<file path="config.mk">
export PLATFORM = sky130hd
export DESIGN_NAME = priority_decoder_seq
export DESIGN_NICKNAME = d
export VERILOG_FILES = /design/src/rtl/priority_decoder_seq.sv
export SDC_FILE = /design/constraint.sdc
export NUM_CORES = 1
export LEC_CHECK = 0
export CAP_MARGIN = 5
export CORE_MARGIN = 3
export CORE_UTILIZATION = 52
export CTS_BUF_LIST = sky130_fd_sc_hd__clkbuf_4 sky130_fd_sc_hd__clkbuf_8
export CTS_CLUSTER_DIAMETER = 60
export DETAILED_ROUTE_END_ITERATION = 8
export PLACE_DENSITY_LB_ADDON = 0.08
export SLEW_MARGIN = 20
export SYNTH_ARGS = -nofsm -noshare
export SYNTH_HDL_FRONTEND = slang
export SYNTH_SLANG_ARGS = --single-unit
</file>
<file path="constraint.sdc">
create_clock -name clk -period 2.27 [get_ports clk]
set_clock_uncertainty 0.1 [all_clocks]
set_input_delay 0.227 -clock clk [delete_from_list [all_inputs] [get_ports clk]]
set_output_delay 0.227 -clock clk [all_outputs]
set_load 0.005 [all_outputs]
</file>
<file path="src/rtl/priority_decoder_seq.sv">
// 3-bit index to timed one-hot strobe regenerator: each accepted index drives
// its line for HOLD cycles, then GAP idle cycles, with a one-deep pending slot.
module priority_decoder_seq #(
    parameter int HOLD = 4,
    parameter int GAP  = 1
) (
    input  logic clk,
    input  logic rst_n,
    input  logic valid,
    input  logic in0,
    input  logic in1,
    input  logic in2,
    output logic ready,
    output logic a,
    output logic b,
    output logic c,
    output logic d,
    output logic e,
    output logic f,
    output logic g,
    output logic h,
    output logic busy,
    output logic done
);

    localparam logic [1:0] S_IDLE  = 2'd0;
    localparam logic [1:0] S_DRIVE = 2'd1;
    localparam logic [1:0] S_GAP   = 2'd2;

    localparam logic [7:0] HOLD_M1 = 8'(HOLD - 1);
    localparam logic [7:0] GAP_M1  = (GAP > 0) ? 8'(GAP - 1) : 8'd0;

    logic [1:0] r_state;
    logic [2:0] r_cur;
    logic [7:0] r_cnt;
    logic       r_pend_vld;
    logic [2:0] r_pend;
    logic [7:0] r_lines;
    logic       r_busy;
    logic       r_done;

    logic [1:0] w_state_nxt;
    logic [2:0] w_cur_nxt;
    logic [7:0] w_cnt_nxt;
    logic       w_pend_vld_nxt;
    logic [2:0] w_pend_nxt;
    logic [2:0] w_idx;
    logic       w_acc;
    logic       w_end;

    assign w_idx = {in2, in1, in0};
    assign ready = ~r_pend_vld;
    assign w_acc = valid & ready;

    // End of a drive/gap cycle where the next queued index (if any) may start.
    assign w_end = (r_cnt == 8'd0) &&
                   ((r_state == S_GAP) || (r_state == S_DRIVE && GAP == 0));

    always_comb begin
        w_state_nxt    = r_state;
        w_cur_nxt      = r_cur;
        w_cnt_nxt      = r_cnt;
        w_pend_vld_nxt = r_pend_vld;
        w_pend_nxt     = r_pend;
        case (r_state)
            S_IDLE: begin
                if (w_acc) begin
                    w_cur_nxt   = w_idx;
                    w_cnt_nxt   = HOLD_M1;
                    w_state_nxt = S_DRIVE;
                end
            end
            S_DRIVE, S_GAP: begin
                if (r_cnt != 8'd0) begin
                    w_cnt_nxt = r_cnt - 8'd1;
                end else if (r_state == S_DRIVE && GAP != 0) begin
                    w_cnt_nxt   = GAP_M1;
                    w_state_nxt = S_GAP;
                end else if (r_pend_vld) begin
                    w_cur_nxt      = r_pend;
                    w_cnt_nxt      = HOLD_M1;
                    w_pend_vld_nxt = 1'b0;
                    w_state_nxt    = S_DRIVE;
                end else if (w_acc) begin
                    // Index arriving exactly as the slot frees starts directly.
                    w_cur_nxt   = w_idx;
                    w_cnt_nxt   = HOLD_M1;
                    w_state_nxt = S_DRIVE;
                end else begin
                    w_state_nxt = S_IDLE;
                end
                if (w_acc && !w_end) begin
                    w_pend_vld_nxt = 1'b1;
                    w_pend_nxt     = w_idx;
                end
            end
            default: w_state_nxt = S_IDLE;
        endcase
    end

    always_ff @(posedge clk or negedge rst_n) begin
        if (!rst_n) begin
            r_state    <= S_IDLE;
            r_cur      <= 3'd0;
            r_cnt      <= 8'd0;
            r_pend_vld <= 1'b0;
            r_pend     <= 3'd0;
            r_lines    <= 8'd0;
            r_busy     <= 1'b0;
            r_done     <= 1'b0;
        end else begin
            r_state    <= w_state_nxt;
            r_cur      <= w_cur_nxt;
            r_cnt      <= w_cnt_nxt;
            r_pend_vld <= w_pend_vld_nxt;
            r_pend     <= w_pend_nxt;
            r_lines    <= (w_state_nxt == S_DRIVE) ? (8'd1 << w_cur_nxt) : 8'd0;
            r_busy     <= (w_state_nxt != S_IDLE);
            r_done     <= (w_state_nxt == S_DRIVE) && (w_cnt_nxt == 8'd0);
        end
    end

    assign {h, g, f, e, d, c, b, a} = r_lines;
    assign busy = r_busy;
    assign done = r_done;

endmodule
</file>
[After elaboration in Yosys (flattened, before gate mapping)]
Index checks and enable logic that the tools add are counted.
Operators by class
  shifts and indexed selects: 1
  multiplexer cells: 20
  bitwise logic cells: 2
  reductions and logical operators: 12
  equal/unequal tests: 5
  add/sub/neg operators: 1
Operators by type and width (count)
  8-bit 2-to-1 mux: 5
  8-bit zero test: 2
  8-bit case mux with 2 select lines: 1
  3-bit 2-to-1 mux: 4
  8-bit nonzero test: 1
  1-bit by 3-bit << shifter with 8-bit output, first input constant: 1
  8-bit by 1-bit subtractor with 8-bit output, second input constant: 1
  2-bit 2-to-1 mux: 3
  3-bit case mux with 2 select lines: 1
  1-bit 2-to-1 mux: 5
  2-bit by 1-bit == test with 1-bit output, second input constant: 2
  2-bit by 1-bit != test with 1-bit output, second input constant: 2
  2-bit case mux with 2 select lines: 1
  1-bit logical AND: 3
  3-bit AND reduction: 1
  2-bit == test, second input constant: 1
  2-bit zero test: 1
  2-bit AND reduction: 1
  2-bit nonzero test: 1
  2-bit OR reduction: 1
  1-bit AND: 1
  1-bit zero test: 1
  1-bit NOT: 1
Storage, ports and cells
  bits of input ports: 6
  logic and storage cells: 49
  bits in registers: 27

[Longest topological paths before layout]
  depth after elaboration: 9
  depth in mapped cells: 9
  depth with buffers taken out: 8

[Worst setup path before layout]
Ideal clock, no wire load.
  kind: reg2reg
  start: reg r_cnt[0]
  end: reg r_lines[1]
  cell stages (with the launch flop): 10
  arrival time: 2.226 ns
  slack: -0.191 ns
  setup time: 0.135 ns
  period minus slack after synthesis: 2.461 ns
  cells stage by stage: dfrtp_1 inv_1 ha_1 or4b_1 buf_2 or3_4 a2bb2oi_1 o2111ai_4 nand2b_2 nor3_1
Between the ends
  longest elaborated chain between the ends: 5
  elaborated cells on any way between the ends: 8
  classes of those cells: eq/ne (1); shift (1); mux (5); reduce/logical (1)
Ends and longest elaborated chain
  start, declared: RTL line 35  | logic [7:0] r_cnt;
  start signal, assigned: RTL line 114  | r_cnt <= w_cnt_nxt;
  8-bit nonzero test: RTL line 74  | if (r_cnt != 8'd0) begin
  3-bit 2-to-1 mux: RTL line 74
  3-bit case mux with 2 select lines: RTL line 65  | case (r_state)
  via w_cur_nxt[2]: RTL line 43  | logic [2:0] w_cur_nxt;
  1-bit by 3-bit << shifter with 8-bit output: RTL line 117  | r_lines <= (w_state_nxt == S_DRIVE) ? (8'd1 << w_cur_nxt) : 8'd0;
  8-bit 2-to-1 mux: RTL line 117
  end signal, assigned: RTL line 117
  end, declared: RTL line 38  | logic [7:0] r_lines;
The timed path passes the listed nets, and every way through them passes these cells.
A chain may end at the register's enable or synchronous reset.

[Final worst setup path]
  start: reg r_cnt[1]
  end: reg r_lines[0]
Same word-level chain as after synthesis.

==> metrics.txt <==
Core Area ~2800 um^2; proportion of synthesized area in mux cells 6.21%; final hold violations 0; failing checks negative setup slack; via count of the first global-routing pass 1,568; most common cell after layout, fill and taps aside buf_4; CP endpoint kind register; XOR/XNOR Fraction of Synth Area 0%; initial drt markers 63; fin cells ~260; DP Cell Count 244; Final Max Slew Viols 0; IO buf count 16; clock buffer depth 2; TritonCTS clock tree done; DIE HEIGHT around 61 um; grt ovf 0; Least-Margin Pin Slew roughly 560 ps; Tcrit/Tclk final 106%; FP Rows 19; Syn. warnings 0; Num CTS Buffers 3; post-synthesis sequential area ratio around 42%; Synth top area share 42.4%; Mapped Area 1590 um^2; Worst Path Required 2410 ps; initial antenna violation count 0; Post-Synthesis Cells 165; post-synthesis compound-gate area fraction 18.1%; die width 61.3 um; routed wire length 4470 um; Worst-Skew Late Latency 330 ps; WS Path Type register to register; crit start category register; CTS Sinks 27; clock root buffer clkbuf_4; worst reg2reg path endpoint r_lines[0]$_DFF_PN0_; Reg clk slew, reported paths ~160 ps; Crit path arrival time 2540 ps; max-cap viol count 0; final instance area about 2300 um^2; Post-Synth Adder-Cell Area roughly 4.7%; status finished, violations left; Ports 17; placed cell area 2100 um^2; DR WL/cell around 18 um; crit path max fanout 5; r2r setup slk -130 ps; Final HPWL DP between 3000 and 4000 um; Hold Crit Class primary input to asynchronous set/reset pin; die footprint approximately 3800 um^2; Leak 1.06 nW; share of cells above drive strength 1 about two fifths; endpoints failing setup 9; post-synthesis net count ~180; Vias 1,565; first-pass GRT wire length approximately 6700 um; syn_area_per_cell 9.65 um^2; Inserted Diodes 0; achievable frequency about 420 MHz; unique cell type count in the Yosys netlist between 40 and 50; Layout area overhead 44.1%; Initial DRT Pass Iterations 4; fin nets ~240; Place WS -117 ps; GRT Total Usage 24.2%; Power per Cell Area 1670 nW/um^2; initial core utilization 56.3%; FF-to-FF path depth 8; Yosys reg bits 27; vias per inst 6.14; final worst slack -130 ps; largest cells by area after synthesis dfrtp_1 (42%), mux2_2 (4.9%), ha_1 (4.7%); DRC Markers 0; commonest non-fill, non-tap cells in the layout buf_4 (42), dfrtp_1 (27), clkdlybuf4s50_1 (16), nand2_1 (11), o21ai_0 (9); CTS H-Tree Depth 1; Post-Synth Simple-Gate Area 24.0%; Routability Congestion 0.948; Tmin final 2400 ps; largest net degree at the start of global routing 28; Slew headroom between 60% and 70%; RSZ-0062 raised after global routing true; Reg2Reg Launch Point r_cnt[1]$_DFF_PN0_; area leader, netlist dfrtp_1; largest family of logic cells by synthesized area simple AND/OR/NAND/NOR gates; Detail Route Antenna Nets 0; maximum vdd drop between 0.0009 and 0.001 V
## how the worst max path moves through the flow
stage	start	to	slack, ps	cells after the start
final	r_cnt[1]$_DFF_PN0_	r_lines[0]$_DFF_PN0_	-130	8
after global placement	r_cnt[1]$_DFF_PN0_	r_lines[1]$_DFF_PN0_	-90	10
after detailed placement	r_cnt[1]$_DFF_PN0_	done$_DFF_PN0_	-120	8
after floorplan	r_cnt[0]$_DFF_PN0_	r_lines[1]$_DFF_PN0_	-100	9
after global routing	r_cnt[0]$_DFF_PN0_	done$_DFF_PN0_	-260	9
after CTS	r_cnt[1]$_DFF_PN0_	r_lines[3]$_DFF_PN0_	-100	10
## timing repair
action	in CTS	in global routing
setup endpoints to repair	12	14
resized for setup	7	16
buffers inserted	4	3
hold buffers	0	0
pin swaps	1	5
## state kept, by name, indices dropped and copies added (netlist names)
signal,flops
r_cnt,8
r_lines,8
r_cur,3
r_pend,3
r_state,2
busy,1
done,1
r_pend_vld,1
## routing by layer
metal | part of all wire [%] | wire length, um | global-route usage [%]
met1 | 40 | 1780 | 28.3
met2 | 51 | 2280 | 44.0
met3 | 6.1 | 271 | 2.73
met4 | 3.1 | 137 | 11.5
met5 | 0 | 0 | 0
## logic make-up after synthesis
kind of cell	count (synthesis)
AO/OA/AOI/OAI	39
adder cells (fa/ha/maj)	6
buffers and inverters	19
flip-flops	27
multiplexers	9
AND/OR/NAND/NOR	65
## power by group
group / total (mW) / internal [mW] / leakage (nW) / switching, mW
Combinational: 2.81 / 1.41 / 0.699 / 1.40
Sequential: 0.809 / 0.676 / 0.351 / 0.132
Clock: 0.221 / 0.0674 / 0.0139 / 0.153
## metrics by stage
step	setup TNS, ps	hold slack [ps]	util [%]	total power, mW
2_1_floorplan	-488	-169	-	2.16
3_3_place_gp	-573	392	74.3	3.11
3_5_place_dp	-782	399	74.3	3.17
4_1_cts	-712	157	77.8	3.53
5_1_grt	-1840	174	81.1	4.11
6_report	-887	146	81.1	3.84
## critical path, stage by stage, from the launching register on
cell	delay (ps)
dfrtp_1	430
inv_2	90
ha_4	140
or4b_4	520
or3_4	380
a2bb2oi_2	160
o2111ai_4	240
nand2b_4	210
nor2_1	50
## Yosys cell counts (all sizes together)
cell type  count
a21o           4
a21oi         10
a2bb2oi        1
a311oi         1
a31oi          1
a32o           1
and2           1
and4b          1
buf            2
clkbuf         7
dfrtp         27
ha             6
inv           10
mux2           7
mux2i          2
nand2         13
nand2b         6
nand3          1
nand3b         1
nand4          2
nor2          10
nor2b          4
nor3          10
nor3b          1
nor4           6
nor4b          1
o2111ai        1
o21ai         10
o21bai         2
o221a          1
o221ai         2
o22ai          2
o311a          1
o311ai         1
o31a           1
or2            2
or3            3
or3b           1
or4            1
or4b           1
## area by class of cell
type                       instances  area [um^2]
clock buffer                       3         22.5
clock inverter                     1         7.51
fill                             181          534
inverter                          10         37.5
multi-input combinational        119          970
sequential                        27          676
tap                               31         38.8
timing repair buffer              64          543
Note: power is estimated with default switching activity, not from simulation.
